`src/rtl/vram_arb.sv`:
```
// vram_arb: single-port VRAM arbiter (video > CPU/blitter) with 2-cycle tagged read return.
// Define VRAM_ARB_RR_EN for CPU/blitter round-robin; default is fixed CPU-over-blitter priority.
module vram_arb #(
  parameter int ADDR_W = 16,
  parameter int DATA_W = 16
) (
  input  logic              clk,
  input  logic              reset,
  input  logic              vid_sel,
  input  logic [ADDR_W-1:0] vid_addr,
  output logic              vid_rd_valid,
  input  logic              cpu_req,
  input  logic              cpu_wr,
  input  logic [ADDR_W-1:0] cpu_addr,
  input  logic [DATA_W-1:0] cpu_wdata,
  output logic              cpu_ack,
  output logic              cpu_rd_valid,
  input  logic              blit_req,
  input  logic              blit_wr,
  input  logic [ADDR_W-1:0] blit_addr,
  input  logic [DATA_W-1:0] blit_wdata,
  output logic              blit_ack,
  output logic              blit_rd_valid,
  output logic [DATA_W-1:0] rd_data,
  output logic              vram_sel,
  output logic              vram_wr_en,
  output logic [ADDR_W-1:0] vram_addr,
  output logic [DATA_W-1:0] vram_wdata,
  input  logic [DATA_W-1:0] vram_data_out
);
  localparam logic [1:0] T_NONE = 2'd0, T_VID = 2'd1, T_CPU = 2'd2, T_BLIT = 2'd3;
  logic       cpu_win;
  logic [1:0] tag_issue, tag_data;
`ifdef VRAM_ARB_RR_EN
  logic ptr;
  // ptr = 1 favours the blitter; it flips to the loser after every CPU/blitter grant
  always_ff @(posedge clk)
    if (reset) ptr <= 1'b0;
    else if (cpu_ack | blit_ack) ptr <= cpu_ack;
  assign cpu_win = cpu_req & (~blit_req | ~ptr);
`else
  assign cpu_win = cpu_req;
`endif
  assign cpu_ack  = ~vid_sel & cpu_win;
  assign blit_ack = ~vid_sel & ~cpu_win & blit_req;
  always_ff @(posedge clk)
    if (reset) begin
      vram_sel   <= 1'b0;
      vram_wr_en <= 1'b0;
      vram_addr  <= '0;
      vram_wdata <= '0;
      tag_issue  <= T_NONE;
      tag_data   <= T_NONE;
      rd_data    <= '0;
    end else begin
      vram_sel   <= vid_sel | cpu_ack | blit_ack;
      vram_wr_en <= (cpu_ack & cpu_wr) | (blit_ack & blit_wr);
      vram_addr  <= vid_sel ? vid_addr : cpu_ack ? cpu_addr : blit_ack ? blit_addr : vram_addr;
      vram_wdata <= (cpu_ack & cpu_wr) ? cpu_wdata : (blit_ack & blit_wr) ? blit_wdata : vram_wdata;
      tag_issue  <= vid_sel ? T_VID : (cpu_ack & ~cpu_wr) ? T_CPU :
                    (blit_ack & ~blit_wr) ? T_BLIT : T_NONE;
      tag_data   <= tag_issue;
      // capture only for reads so rd_data holds between valid pulses
      if (tag_issue != T_NONE) rd_data <= vram_data_out;
    end
  assign vid_rd_valid  = tag_data == T_VID;
  assign cpu_rd_valid  = tag_data == T_CPU;
  assign blit_rd_valid = tag_data == T_BLIT;
endmodule

```
`config.mk`:
```
export PLATFORM = sky130hd
export DESIGN_NAME = vram_arb
export DESIGN_NICKNAME = d
export VERILOG_FILES = /design/src/rtl/vram_arb.sv
export SDC_FILE = /design/constraint.sdc
export NUM_CORES = 1
export LEC_CHECK = 0
export CAP_MARGIN = 25
export CELL_PAD_IN_SITES_DETAIL_PLACEMENT = 0
export CELL_PAD_IN_SITES_GLOBAL_PLACEMENT = 1
export CORE_AREA = 2 2 100 102
export CTS_BUF_LIST = sky130_fd_sc_hd__clkbuf_4
export CTS_CLUSTER_DIAMETER = 50
export DETAILED_ROUTE_END_ITERATION = 10
export DIE_AREA = 0 0 102 104
export GPL_ROUTABILITY_DRIVEN = 0
export PLACE_DENSITY = 0.95
export RECOVER_POWER = 50
export SLEW_MARGIN = 20
export SYNTH_ARGS = -nofsm -noshare
export SYNTH_HDL_FRONTEND = slang
export SYNTH_SLANG_ARGS = --single-unit
```
`constraint.sdc`:
```
create_clock -name clk -period 2 [get_ports clk]
set_input_delay 0.4 -clock clk [delete_from_list [all_inputs] [get_ports clk]]
set_output_delay 0.4 -clock clk [all_outputs]
set_load 0.02 [all_outputs]
```
==> results.yml, run 1 <==
run_status:
  outcome: "complete, no violations"
setup_path:
  cpLargestDelayFamily: "buffers and inverters"
  crit_path_top_delay_cell: "clkdlybuf4s50_1"
  crit_path_cell_trace: "and2_1 > clkdlybuf4s50_1"
  r2r_slack_ns: 0.87
  worstSetupStartpointType: "flip-flop"
  critPathLaunch: "tag_data[0]"
  cp_max_fo: 3
  path_buf_inv: 1
  required_ns: 1.60
  endpoint_kind: "output port"
  critPathKind: "reg2out"
  rr_worst_depth: 3
  cp_num_cells: 2
  worstReg2RegStart: "tag_issue[1]"
  worstReg2RegEnd: "rd_data[7]"
  crit_arrival_ns: 1.47
  critPathMaxStageDelay_ns: 0.61
  crit_end: "blit_rd_valid"
placed_design:
  io_buffers: 157
  placed_area_um2: 4229
  dp_hpwl_um: 5937
power:
  irDropWorstVdd_v: 0.0002322
  power.total_mw: 2.621
  power_frac_clock_pct: 27.8
  swShare_pct: 26.19
  pwr_density_cell_nw_per_um2: 611.9
  p_leak_nw: 1.659
  p_int_mw: 1.935
  p_sw_mw: 0.6864
  seqPwrFrac_pct: 45.2
  power.share.combinational_pct: 27.0
sta:
  maxSlewViolCount: 0
  fin_crit_ns: 1.873
  max_slew_margin_pct: 11.72
  hold_viol_final: 0
  worst_pin_slew_ns: 1.324
  rsz0062_at_grt: "false"
  fin_skew_ns: 0.003398
  setup_violations: 0
  finalHoldWorstSlack_ns: 0.4628
  fmax_ghz: 0.5340
  min_period_over_period_pct: 93.64
global_routing:
  grt_util_all_layers_pct: 14.43
  gr-total-overflow: 0
  grt_start_max_net_pins: 31
  antenna_found_initial: 1
  grt_pass1_wl_um: 12450
  grt_pass1_vias: 2701
layout:
  regArea_um2: 1081
  finish.utilization_pct: 44.86
  drive_gt1_share_pct: 6.223
  fill_cells: 956
  final_area_um2: 4284
  syn_to_final_growth_pct: 71.72
  fin_nets: 568
  multi_input_area_um2: 1186
synthesis:
  syn_area_um2: 2495
  syn_inst: 314
  syn_nets: 417
  synthTopCellsByArea: "dfxtp_1 43%, nand2_1 12%, a21oi_1 6.6%"
  ys_seq_elements: 54
  syn_avg_cell_area_um2: 7.946
  ys_async_sr_fraction_pct: 0
  yosysTopAreaCell: "dfxtp_1"
  synth.distinct_cells: 23
  synth_edf_count: 0
  ys.flop_type: "dfxtp_1"
  yosysSeqAreaShare_pct: 43.33
  yosys_warnings: 0
  yosys.area.top_type_share_pct: 43.33
die:
  rows: 36
  start_util_pct: 26.13
  dieWidth_um: 102
  die_area_um2: 10610
  core_region_area_um2: 9549
  die_h_um: 104
  ios: 158
clock_tree:
  cts_tree: "yes"
  clk_pin_slew_ns: 0.15
  cts_root_buf: "clkbuf_4"
  cts_setup_buffers: 0
  cts_buffers: 5
  clk_latency_ns: 0.36
  cts.sinks: 54
  htreeDepth: 2
  ctsLongestPathBuffers: 2
drt:
  drtAntennaViolNets: 0
  dr.pass1.iters: 4
  wl_um: 7829
  route.detailed.drc: 0
  drt_first_iter_violations: 108
  dr_total_vias: 2732
  routedWlPerCell_um: 13.05
  via_per_inst: 4.553
worst_hold_path:
  hold_path_class: "reg2reg"
job:
  cap_violations: 0
-- final cells by class --
cell class	count	area share [%]
Timing Repair Buffer	174	39.28
Multi-Input combinational cell	213	27.69
Sequential cell	54	25.23
Tap cell	133	3.884
Clock inverter	3	1.489
Inverter	17	1.489
Clock buffer	5	0.8762
Antenna cell	1	0.05841
-- placed cells by master, fill, tap and decap left out, types with 2 or more instances in the layout --
cell | synthesis | routed
a21oi_1 | 33 | 33
a221o_1 | 16 | 16
a311oi_1 | 7 | 11
a311oi_2 | 9 | 5
buf_4 | 0 | 11
bufinv_16 | 0 | 2
clkbuf_1 | 16 | 3
clkbuf_2 | 0 | 4
clkbuf_4 | 0 | 5
clkdlybuf4s50_1 | 0 | 153
dfxtp_1 | 54 | 54
dlygate4sd2_1 | 0 | 2
inv_1 | 17 | 17
nand2_1 | 80 | 80
nor2_1 | 19 | 19
nor2b_1 | 7 | 7
nor3_1 | 17 | 17
nor3b_1 | 2 | 2
o21bai_1 | 16 | 16
-- metal layers --
metal  track usage [%]  vias to the layer above  share of wire, %
met5                 0                        -                 0
met4             4.190                        0               1.3
met3             3.159                        6               6.7
met2             27.35                       87                51
met1             15.61                     1264                41
li1                  -                     1375                 -
-- synthesized netlist by cell type (3+ instances only) --
cell and n:
a21oi_1 33, a221o_1 16, a311oi_1 7, a311oi_2 9, buf_1 3, buf_2 9, clkbuf_1 16, dfxtp_1 54
inv_1 17, nand2_1 80, nor2_1 19, nor2b_1 7, nor3_1 17, o21bai_1 16
-- cells by family after synthesis --
kind of cell / count (synthesis) / share of synthesized area (%)
AOI/OAI and AO/OA: 81 / 25.73
and+or+nand+nor: 132 / 22.82
DFF: 54 / 43.33
buffers and inverters: 47 / 8.124
-- worst min-delay path, cell delays in order, from the launching register on --
cell and delay [ns]:
dfxtp_1 0.34, nand2_1 0.05, a21oi_1 0.05
-- timing repair --
item,CTS,global route
gates resized for setup,2,1
hold endpoints to repair,0,0
setup endpoints to repair,2,1
hold buffers,0,0
-- registers in the layout (all words and copies together), names as in the netlist --
| name | count |
|---|---|
| tag_issue | 2 |
| vram_wr_en | 1 |
| vram_sel | 1 |
| vram_addr | 16 |
| rd_data | 16 |
| tag_data | 2 |
| vram_wdata | 16 |
-- worst min path at each step --
stage | cells past startpoint | slack [ns] | end | from
floorplan | 1 | 0.45 | tag_data[0] | tag_issue[0]
global placement | 2 | 0.44 | rd_data[12] | rd_data[12]
detailed placement | 2 | 0.45 | rd_data[13] | rd_data[13]
CTS | 2 | 0.47 | rd_data[13] | rd_data[13]
global route | 2 | 0.49 | rd_data[13] | rd_data[13]
finish | 2 | 0.46 | rd_data[13] | rd_data[13]
-- stage by stage --
step,setup TNS (ns),setup slack [ns],cells
after floorplan,0,0.1008,314
after global placement,-0.1893,-0.1187,591
after global routing,0,0.02948,600
after detailed placement,-0.5096,-0.1319,591
after CTS,0,0.04814,599
final,0,0.1272,600
-- power groups by stage --
stage          registers (mW)  clock network [mW]  logic, mW
2_1_floorplan            1.29                   0      0.237
3_3_place_gp             1.21                   0      0.715
3_5_place_dp             1.21                   0      0.726
4_1_cts                  1.19               0.765      0.728
5_1_grt                  1.19               0.803      0.766
6_report                 1.18               0.729      0.708
Power figures use the tool's default switching activity.
==> run 2, diff against run 1 <==
- CORE_AREA: 2 2 100 102 -> 2 2 103 105
- DIE_AREA: 0 0 102 104 -> 0 0 105 107
- PLACE_DENSITY: 0.95 -> 0.92
- clock period: 2 -> 1.79 ns (I/O delays scaled with it)
==> run 2 against run 1 <==
  * First-iteration DRC count shrank 28%
  * Count of clock-buffer cells in the layout is 1 higher
  * Routed wire length increased by 5.7%
  * Largest cell class unchanged
  * Die area grew 5.9%
  * Power is 1.8% higher
  * Via count rose by 2.6%
  * Cell count grew 1.2%
  * Critical endpoint is now blit_ack
  * Non-clock buffer count increased by 5
==> results.yml, run 2 (same netlist as run 1, synthesis figures left out) <==
run_status:
  outcome: "complete, no violations"
sta:
  fin_ws_ns: 0.05693
  finalHoldWorstSlack_ns: 0.4629
  fin_skew_ns: 0.01341
  hold_viol_final: 0
  maxSlewViolCount: 0
  max_slew_margin_pct: 42.17
  worst_pin_slew_ns: 0.8674
  fin_crit_ns: 1.733
  rsz0062_at_grt: "false"
  fmax_ghz: 0.5770
  setup_violations: 0
  min_period_over_period_pct: 96.82
layout:
  layout_common_cells: "150 x clkdlybuf4s50_1, 80 x nand2_1, 54 x dfxtp_1"
  final_area_um2: 4288
  drive_gt1_share_pct: 7.234
  fin_nets: 573
  mostFrequentLayoutCell: "clkdlybuf4s50_1"
  syn_to_final_growth_pct: 71.87
  final_cells: 607
  largestRegisters: "rd_data (16), vram_addr (16), vram_wdata (16)"
worst_hold_path:
  holdPathStages: 2
  hold_path_class: "reg2reg"
  min_to: "rd_data[12]"
  hold_start: "rd_data[12]"
setup_path:
  critPathKind: "in2out"
  worstSetupStartpointType: "input pin"
  crit_arrival_ns: 1.38
  critPathMaxStageDelay_ns: 0.51
  r2r_slack_ns: 0.34
  critPathLaunch: "vid_sel"
  cp_max_fo: 6
  worstReg2RegStart: "tag_issue[1]"
  required_ns: 1.43
  endpoint_kind: "output port"
  path_buf_inv: 2
  rr_worst_depth: 4
  cpLargestDelayFamily: "buffers and inverters"
  crit_path_cell_trace: "clkdlybuf4s50_1 > nor3b_2 > clkdlybuf4s15_2"
  worstReg2RegEnd: "rd_data[10]"
  crit_path_top_delay_cell: "clkdlybuf4s50_1"
placed_design:
  placed_area_um2: 4288
  dp_hpwl_um: 6377
  placedCellCount: 599
  io_buffers: 157
  pre_cts_ws_ns: -0.3368
drt:
  wl_um: 8279
  routedWlPerCell_um: 13.64
  via_per_inst: 4.616
  route.detailed.drc: 0
  dr_total_vias: 2802
  drtAntennaViolNets: 0
  drt_first_iter_violations: 78
  dr.pass1.iters: 4
global_routing:
  antenna_found_initial: 1
  grt_util_all_layers_pct: 14.36
  grt_pass1_vias: 2850
  grt_start_max_net_pins: 29
  grt_pass1_wl_um: 13370
  gr-total-overflow: 0
die:
  start_util_pct: 24.72
  die_h_um: 107
  ios: 158
  dieWidth_um: 105
  die_area_um2: 11240
  core_region_area_um2: 10090
  rows: 37
clock_tree:
  clk_pin_slew_ns: 0.15
  cts.sinks: 54
  cts_tree: "yes"
  ctsLongestPathBuffers: 2
  cts_root_buf: "clkbuf_4"
  clk_latency_ns: 0.37
  cts_setup_buffers: 0
  htreeDepth: 2
  cts_buffers: 5
power:
  p_leak_nw: 1.673
  seqPwrFrac_pct: 49.7
  p_sw_mw: 0.7681
  irDropWorstVdd_v: 0.0002767
  p_int_mw: 1.900
  pwr_density_cell_nw_per_um2: 622.2
  power_frac_clock_pct: 20.2
  swShare_pct: 28.79
  power.share.combinational_pct: 30.1
job:
  cap_violations: 0
[run 2: per-layer routing]
layer,part of all wire (%),wire length [um],GRT usage [%],vias up
met5,0,0,0,-
met1,42,3494,16.69,1303
met2,50,4168,26.35,105
met3,5.4,444,2.492,13
li1,-,-,-,1381
met4,2.1,172,5.238,0
[run 2: area by class of cell]
type | count | area [um^2]
repair buffers | 179 | 1733
diodes | 1 | 2.502
fillers | 1058 | 5804
multi-input cells | 213 | 1185
clock buffers | 6 | 45.04
inverters | 17 | 63.81
flip-flops and latches | 54 | 1081
well taps | 136 | 170.2
clock inverters | 1 | 7.507
[run 2: stage by stage]
step | total power, mW | setup TNS, ns | util, %
global route | 2.809 | 0 | 42.49
finish | 2.668 | 0 | 42.49
CTS | 2.726 | 0 | 42.96
floorplan | 1.708 | 0 | -
detailed placement | 2.179 | -8.734 | 42.49
global placement | 2.165 | -7.874 | 42.49
[run 2: worst register-to-register path: cells and delay by family, from the launching register on]
kind            cells  cell delay, ns
flops               1            0.34
buf+inv             1            0.41
compound gates      1            0.14
simple gates        2            0.49
[run 2: power groups by stage]
stage	clock (mW)	combinational, mW	sequential [mW]
final	0.538	0.804	1.33
after global routing	0.608	0.865	1.34
after CTS	0.572	0.827	1.33
after detailed placement	0	0.827	1.35
after global placement	0	0.815	1.35
after floorplan	0	0.265	1.44
[run 2: worst max-delay path by stage]
stage	to	slack (ns)	cells after the start
2_1_floorplan	blit_ack	0.16	3
3_3_place_gp	cpu_ack	-0.32	3
3_5_place_dp	cpu_ack	-0.34	3
4_1_cts	vram_addr[5]	0.04	1
5_1_grt	vram_addr[5]	0.001	1
6_report	blit_ack	0.06	3
[run 2: repair_timing]
| item | 4_1_cts | 5_1_grt |
|---|---|---|
| gates resized for setup | 8 | 0 |
| hold buffers | 0 | 0 |
| setup endpoints to repair | 5 | 0 |
==> run 3, diff against run 2 <==
- RECOVER_POWER: 50 -> default
- clock period: 1.79 -> 1.8 ns (I/O delays scaled with it)
==> run 3 against run 2 <==
  * Clock power is 3% lower
  * Routed wire length hardly changed
  * Setup slack improved by 0.0017 ns
==> results.yml, run 3 (same netlist as run 1, synthesis figures left out) <==
die:
  die_h_um: 107
  rows: 37
  start_util_pct: 24.72
  die_area_um2: 11240
  core_region_area_um2: 10090
  ios: 158
  dieWidth_um: 105
clock_tree:
  htreeDepth: 2
  clk_latency_ns: 0.35
  cts.sinks: 54
  cts_setup_buffers: 0
  hold_buffers: 0
  cts_buffers: 5
  cts_root_buf: "clkbuf_4"
  clk_pin_slew_ns: 0.14
  cts_tree: "yes"
  ctsLongestPathBuffers: 2
global_routing:
  antenna_found_initial: 1
  gr-total-overflow: 0
  grt_pass1_wl_um: 13370
  grt_start_max_net_pins: 29
  grt_util_all_layers_pct: 14.52
  grt_pass1_vias: 2856
placed_design:
  pre_cts_ws_ns: -0.3625
  placedCellCount: 599
  io_buffers: 157
  dp_hpwl_um: 6383
drt:
  met1_length_um: 3529
  dr_total_vias: 2789
  wl_met3_um: 424
  met2WireLength_um: 4166
  routed.top_layer: "met4"
  drt_first_iter_violations: 78
  route.detailed.drc: 0
  wl_um: 8277
  dr.pass1.iters: 4
  routedWlPerCell_um: 13.64
  drtAntennaViolNets: 0
  via_per_inst: 4.595
layout:
  fin_nets: 573
  final_cells: 607
  drive_gt1_share_pct: 8.936
  mostFrequentLayoutCell: "clkdlybuf4s50_1"
  layout_common_cells: "150 x clkdlybuf4s50_1, 80 x nand2_1, 54 x dfxtp_1"
  fill_cells: 1040
  largestRegisters: "rd_data (16), vram_addr (16), vram_wdata (16)"
  syn_to_final_growth_pct: 73.62
sta:
  fin_ws_ns: 0.05864
  fin_setup_tns_ns: 0
  maxSlewViolCount: 0
  fin_crit_ns: 1.741
  rsz0062_at_grt: "false"
  setup_violations: 0
  fmax_ghz: 0.5743
  worst_pin_slew_ns: 0.4630
  max_slew_margin_pct: 69.02
  fin_skew_ns: 0.008473
  hold_viol_final: 0
  min_period_over_period_pct: 96.74
  finalHoldWorstSlack_ns: 0.4328
power:
  p_leak_nw: 1.693
  pwr_density_cell_nw_per_um2: 612.3
  irDropWorstVdd_v: 0.0002710
  power.total_mw: 2.652
setup_path:
  path_buf_inv: 2
  cp_max_fo: 6
  critPathKind: "in2out"
  required_ns: 1.44
  critPathLaunch: "vid_sel"
  endpoint_kind: "output port"
  cpLargestDelayFamily: "buffers and inverters"
  r2r_slack_ns: 0.54
  crit_path_top_delay_cell: "clkdlybuf4s50_1"
  crit_path_cell_trace: "clkdlybuf4s50_1 > nor2b_1 > dlygate4sd2_1"
  critPathMaxStageDelay_ns: 0.52
  worstSetupStartpointType: "input pin"
  crit_arrival_ns: 1.38
  cp_num_cells: 3
  rr_worst_depth: 4
  worstReg2RegEnd: "rd_data[10]"
  crit_end: "cpu_ack"
  worstReg2RegStart: "tag_issue[1]"
run_status:
  outcome: "complete, no violations"
job:
  cap_violations: 0
worst_hold_path:
  hold_path_class: "in2reg"
==> run 3: layout make-up <==
type,instances,area [um^2],share of cell area [%]
Timing Repair Buffer,179,1745,40.29
Clock buffer,6,45.04,1.040
Sequential cell,54,1081,24.96
Clock inverter,1,7.507,0.1733
Inverter,17,63.81,1.473
Tap cell,136,170.2,3.928
Antenna cell,1,2.502,0.05777
Multi-Input combinational cell,213,1216,28.08
==> run 3: worst min path at each step <==
| stage | startpoint | depth (start not counted) | endpoint |
|---|---|---|---|
| 2_1_floorplan | tag_issue[0] | 1 | tag_data[0] |
| 3_3_place_gp | rd_data[11] | 2 | rd_data[11] |
| 3_5_place_dp | rd_data[14] | 2 | rd_data[14] |
| 4_1_cts | reset | 2 | vram_wdata[15] |
| 5_1_grt | reset | 2 | vram_wdata[0] |
| 6_report | reset | 2 | vram_wdata[15] |
==> run 3: power by group <==
part	leakage, nW	switching, mW	internal (mW)
sequential	0.445	0.0431	1.28
combinational	1.22	0.351	0.459
clock	0.0278	0.360	0.162
total	1.69	0.754	1.90
==> run 3: layer usage <==
| metal | global-route usage [%] | vias to the layer above |
|---|---|---|
| met5 | 0 | - |
| met4 | 5.524 | 0 |
| met3 | 2.736 | 12 |
| met2 | 26.35 | 96 |
| met1 | 16.89 | 1302 |
| li1 | - | 1379 |
==> run 3: through the flow <==
stage	cell area (um^2)	util [%]
floorplan	2500	-
global placement	4288	42.49
detailed placement	4288	42.49
CTS	4334	42.95
global route	4332	42.92
finish	4332	42.92
==> run 3: repair_timing <==
| item | 4_1_cts | 5_1_grt |
|---|---|---|
| gates resized for setup | 7 | 1 |
| endpoints found under the setup margin | 5 | 1 |
| pin swaps | 0 | 0 |
==> patch 1 (settings of run 3) <==
Take the reset off `vram_addr` and `vram_wdata` and load them in a clocked block of their own.
--- a/src/rtl/vram_arb.sv
+++ b/src/rtl/vram_arb.sv
@@ -47,22 +47,23 @@
     if (reset) begin
       vram_sel   <= 1'b0;
       vram_wr_en <= 1'b0;
-      vram_addr  <= '0;
-      vram_wdata <= '0;
       tag_issue  <= T_NONE;
       tag_data   <= T_NONE;
       rd_data    <= '0;
     end else begin
       vram_sel   <= vid_sel | cpu_ack | blit_ack;
       vram_wr_en <= (cpu_ack & cpu_wr) | (blit_ack & blit_wr);
-      vram_addr  <= vid_sel ? vid_addr : cpu_ack ? cpu_addr : blit_ack ? blit_addr : vram_addr;
-      vram_wdata <= (cpu_ack & cpu_wr) ? cpu_wdata : (blit_ack & blit_wr) ? blit_wdata : vram_wdata;
       tag_issue  <= vid_sel ? T_VID : (cpu_ack & ~cpu_wr) ? T_CPU :
                     (blit_ack & ~blit_wr) ? T_BLIT : T_NONE;
       tag_data   <= tag_issue;
       // capture only for reads so rd_data holds between valid pulses
       if (tag_issue != T_NONE) rd_data <= vram_data_out;
     end
+
+  always_ff @(posedge clk) begin
+      vram_addr  <= vid_sel ? vid_addr : cpu_ack ? cpu_addr : blit_ack ? blit_addr : vram_addr;
+      vram_wdata <= (cpu_ack & cpu_wr) ? cpu_wdata : (blit_ack & blit_wr) ? blit_wdata : vram_wdata;
+  end
   assign vid_rd_valid  = tag_data == T_VID;
   assign cpu_rd_valid  = tag_data == T_CPU;
   assign blit_rd_valid = tag_data == T_BLIT;
Formal check against the unedited RTL: not equivalent (a bounded check fails within 4 cycles, from zero or initial values and one cycle with reset high).
==> patch 1 against run 3 <==
  * Setup slack improved by 0.0056 ns
  * Critical path depth unchanged
  * Hold slack improved by 0.12 ns
  * Total power increased by 3.0%
  * Register-to-register slack got worse by 0.13 ns
  * Sequential cell count unchanged
  * Wire length decreased by 16%
  * Non-clock buffer count decreased by 11
  * First-iteration DRC count decreased by 42%
  * Count of clock-buffer cells in the layout unchanged
  * Design area decreased by 1.6%
  * Synthesized area decreased by 2.0%
  * Critical endpoint unchanged
  * Largest cell class unchanged
==> patch 1: results <==
metrics = {
    "synthesis": {
        "yosysUniqueCellTypes": 25,
        "synth_common_cells": "32 x edfxtp_1, 32 x o21ai_0, 22 x dfxtp_1, 18 x a21oi_1, 17 x nand2_1",
        "syn_nets": 304,
        "yosys-top-cells-area": "edfxtp_1 39%, dfxtp_1 18%, mux2i_1 6.5%, o21ai_0 6.5%, mux2_4 6.1%",
        "synthFlopType": "edfxtp_1",
        "synth_sequential_area_ratio_pct": 57.3,
        "synth_edf_count": 32,
    },
    "grt": {
        "grt_pass1_vias": 2210,
        "grt_pass1_wl_um": 11000,
        "grt_util_met3_pct": 2.67,
        "grt_max_degree": 34,
        "grt_util_met1_pct": 13.4,
        "met2_usage_pct": 24.0,
        "grt_usage_pct": 12.6,
    },
    "sta": {
        "tightest_slew_ns": 0.838,
        "hold-worst-slack_ns": 0.554,
        "fin_skew_ns": 0.00341,
    },
    "placement": {
        "dp.final_hpwl_um": 5590,
    },
    "min_path": {
        "hp-start": "vram_data_out[3]",
        "hold_depth": 3,
        "holdPathEnd": "rd_data[3]$_SDFFE_PP0P_",
    },
    "pwr": {
        "vdd_ir_drop_max_mv": 0.263,
        "leakage_nw": 1.61,
    },
    "drt": {
        "met3_length_um": 386,
        "drt-met1-wl_um": 2580,
        "dr_wl_met2_um": 3770,
        "post_drt_wl_per_cell_um": 13.9,
        "vias_per_cell": 4.24,
        "drt_iter0_drc": 45,
    },
    "setup_path": {
        "critPathMaxFanout": 4,
        "cp_slowest_cell": "clkdlybuf4s50_1",
        "reg2regPathDepth": 2,
        "reg2reg_to": "rd_data[11]$_SDFFE_PP0P_",
        "r2r_slack_ns": 0.41,
        "max_stage_delay_ns": 0.54,
    },
    "final_layout": {
        "n_fill_cell": 1025,
        "nets": 463,
        "layout-drive-gt1-share_pct": 11.4,
    },
    "outcome": {
        "status": "completed",
    },
    "clock_tree": {
        "clk_latency_ns": 0.36,
    },
}
-- patch 1: cell families after synthesis --
logic type	synth area share, %
AND/OR/NAND/NOR	12.4
flip-flops	57.3
AO/OA/AOI/OAI	11.0
multiplexers	15.4
buffers and inverters	3.78
-- patch 1: per-stage QoR --
stage                     area (um^2)  worst slack [ns]  std cells
final                            4260            0.0642        498
after floorplan                  2450            0.0959        201
after CTS                        4260           0.00661        497
after global placement           4210            -0.300        489
after detailed placement         4210            -0.309        489
after global routing             4260            0.0234        498
-- patch 1: cell type report --
cell class / count / area, um^2 / share of cell area [%]
timing repair buffer: 168 / 1670 / 39.3
sequential: 54 / 1400 / 32.9
multi-input combinational: 130 / 956 / 22.4
clock inverter: 2 / 8.76 / 0.206
clock buffer: 6 / 45.0 / 1.06
antenna: 1 / 2.50 / 0.0587
inverter: 1 / 3.75 / 0.0881
tap: 136 / 170 / 3.99
-- patch 1: how the worst max path moves through the flow --
stage                     cells after the start                       to  startpoint
after global placement                        3                 blit_ack     cpu_req
after CTS                                     3                 blit_ack     cpu_req
after floorplan                               4  vram_wdata[0]$_DFFE_PP_     cpu_req
final                                         3                  cpu_ack     cpu_req
after global routing                          3                  cpu_ack     cpu_req
after detailed placement                      5  vram_wdata[7]$_DFFE_PP_     cpu_req
-- patch 1: tightest hold or removal path: stages --
cell and delay, ns:
clkdlybuf4s50_1 0.39, o21ai_0 0.07, a21oi_1 0.06
-- patch 1: report_power, final --
group          internal [W]  leakage, nW  switching [W]
logic              0.000452         1.08       0.000298
clock network      0.000163       0.0331       0.000363
registers           0.00141        0.498      0.0000434
total               0.00203         1.61       0.000704
-- patch 1: repair_timing --
action,in CTS,in global routing
setup buffers,0,0
resized for setup,7,3
setup endpoints to repair,5,3
==> patch 2 (config.mk and constraints of run 3) <==
Without the edit above. Change the parameter `ADDR_W` from 16 to 14.
--- a/src/rtl/vram_arb.sv
+++ b/src/rtl/vram_arb.sv
@@ -1,7 +1,7 @@
 // vram_arb: single-port VRAM arbiter (video > CPU/blitter) with 2-cycle tagged read return.
 // Define VRAM_ARB_RR_EN for CPU/blitter round-robin; default is fixed CPU-over-blitter priority.
 module vram_arb #(
-  parameter int ADDR_W = 16,
+  parameter int ADDR_W = 14,
   parameter int DATA_W = 16
 ) (
   input  logic              clk,
Interface: changed (resized blit_addr, cpu_addr, vid_addr and vram_addr); port bits go from 158 to 150. The function was not compared with the original's and may differ.
==> patch 2 against run 3 <==
  * Non-clock buffer count is 12 lower
  * Wire length is 5.1% lower
  * Total power is 2.1% lower
  * Setup slack better by 0.0045 ns
  * Highest routed layer unchanged
  * Largest power group unchanged
  * Via count is 6.3% lower
  * Synthesized area is 4.5% lower
  * Design area is 4.0% lower
  * Sequential cell count is 2 lower
==> patch 2: results <==
metrics = {
    "clock_tree": {
        "clk_latency_ns": 0.37,
        "ctsResizeCount": 5,
        "cts.clk_slew.worst_paths_ns": 0.17,
    },
    "placement": {
        "post-place-ws_ns": -0.267,
        "dp.final_hpwl_um": 5960,
        "io_buffer_count": 149,
        "dp_cells": 573,
        "place_area_um2": 4110,
    },
    "synthesis": {
        "synth_sequential_area_ratio_pct": 43.7,
        "yosysUniqueCellTypes": 24,
        "synth_compound_area_share_pct": 25.0,
        "postSynthCellCount": 300,
        "yosys-top-cells-area": "dfxtp_1 44%, nand2_1 12%, a21oi_1 6.5%, a221o_1 5.9%, a311oi_2 5.7%",
        "synth_common_cells": "78 x nand2_1, 52 x dfxtp_1, 31 x a21oi_1, 18 x clkbuf_1",
        "syn_nets": 397,
        "async_flop_share_pct": 0,
    },
    "final_layout": {
        "largest_registers": "rd_data (16), vram_wdata (16), vram_addr (14)",
        "nets": 541,
        "n_fill_cell": 1043,
        "layout-drive-gt1-share_pct": 8.76,
        "diodes": 0,
    },
    "grt": {
        "grt_pass1_vias": 2672,
        "grt_max_degree": 39,
        "grt_usage_pct": 13.5,
        "grt_pass1_wl_um": 12300,
        "antenna_found_initial": 0,
    },
    "outcome": {
        "status": "completed",
    },
    "pwr": {
        "p_int_w": 0.00183,
        "vdd_ir_drop_max_mv": 0.272,
        "leakage_nw": 1.64,
    },
    "drt": {
        "drt-total-wl_um": 7850,
        "num_vias": 2612,
        "vias_per_cell": 4.50,
    },
    "sta": {
        "maxSlewHeadroom_pct": 76.3,
        "fin_skew_ns": 0.0200,
    },
    "setup_path": {
        "critPathMaxFanout": 4,
        "critPathArrivalTime_ns": 1.38,
    },
}
-- patch 2: layer usage --
layer | track usage (%) | vias to the layer above | share of wire (%)
li1 | - | 1307 | -
met1 | 14.4 | 1206 | 41
met2 | 25.8 | 86 | 51
met3 | 2.67 | 13 | 4.8
met4 | 5.14 | 0 | 2.4
met5 | 0 | - | 0
-- patch 2: path summary, 6_finish.rpt --
check,from,to,slack [ns]
setup / recovery,cpu_req,cpu_ack,0.06
hold / removal,reset,vram_wdata[11]$_SDFFE_PP0P_,0.39
setup reg to reg,tag_issue[0]$_SDFF_PP0_,rd_data[9]$_SDFFE_PP0P_,0.67
hold reg to reg,rd_data[1]$_SDFFE_PP0P_,rd_data[1]$_SDFFE_PP0P_,0.46
-- patch 2: cell families (layout without fill, tap and decap cells) --
logic type             count (synthesis)  in the layout
AO/OA/AOI/OAI                         75             75
AND/OR/NAND/NOR                      128            128
flip-flops                            52             52
buffers and inverters                 45            190
-- patch 2: power by group through the flow --
stage	registers (W)	logic [W]	clock network (W)
after detailed placement	0.00129	0.000787	0
final	0.00127	0.000779	0.000550
after CTS	0.00127	0.000787	0.000588
after global placement	0.00129	0.000775	0
after global routing	0.00128	0.000836	0.000618
after floorplan	0.00138	0.000253	0
-- patch 2: area by class of cell --
cell class                      count  area, um^2  share of cell area (%)
Clock inverter                      2        11.3                   0.271
Clock buffer                        6        45.0                    1.08
Inverter                           15        56.3                    1.35
Sequential cell                    52        1040                    25.0
Timing Repair Buffer              167        1670                    40.1
Tap cell                          136         170                    4.09
Multi-Input combinational cell    203        1170                    28.1
-- patch 2: worst max-delay path: stages --
cell             delay (ns)
clkdlybuf4s50_1        0.54
nor2b_1                0.16
clkdlybuf4s15_1        0.31
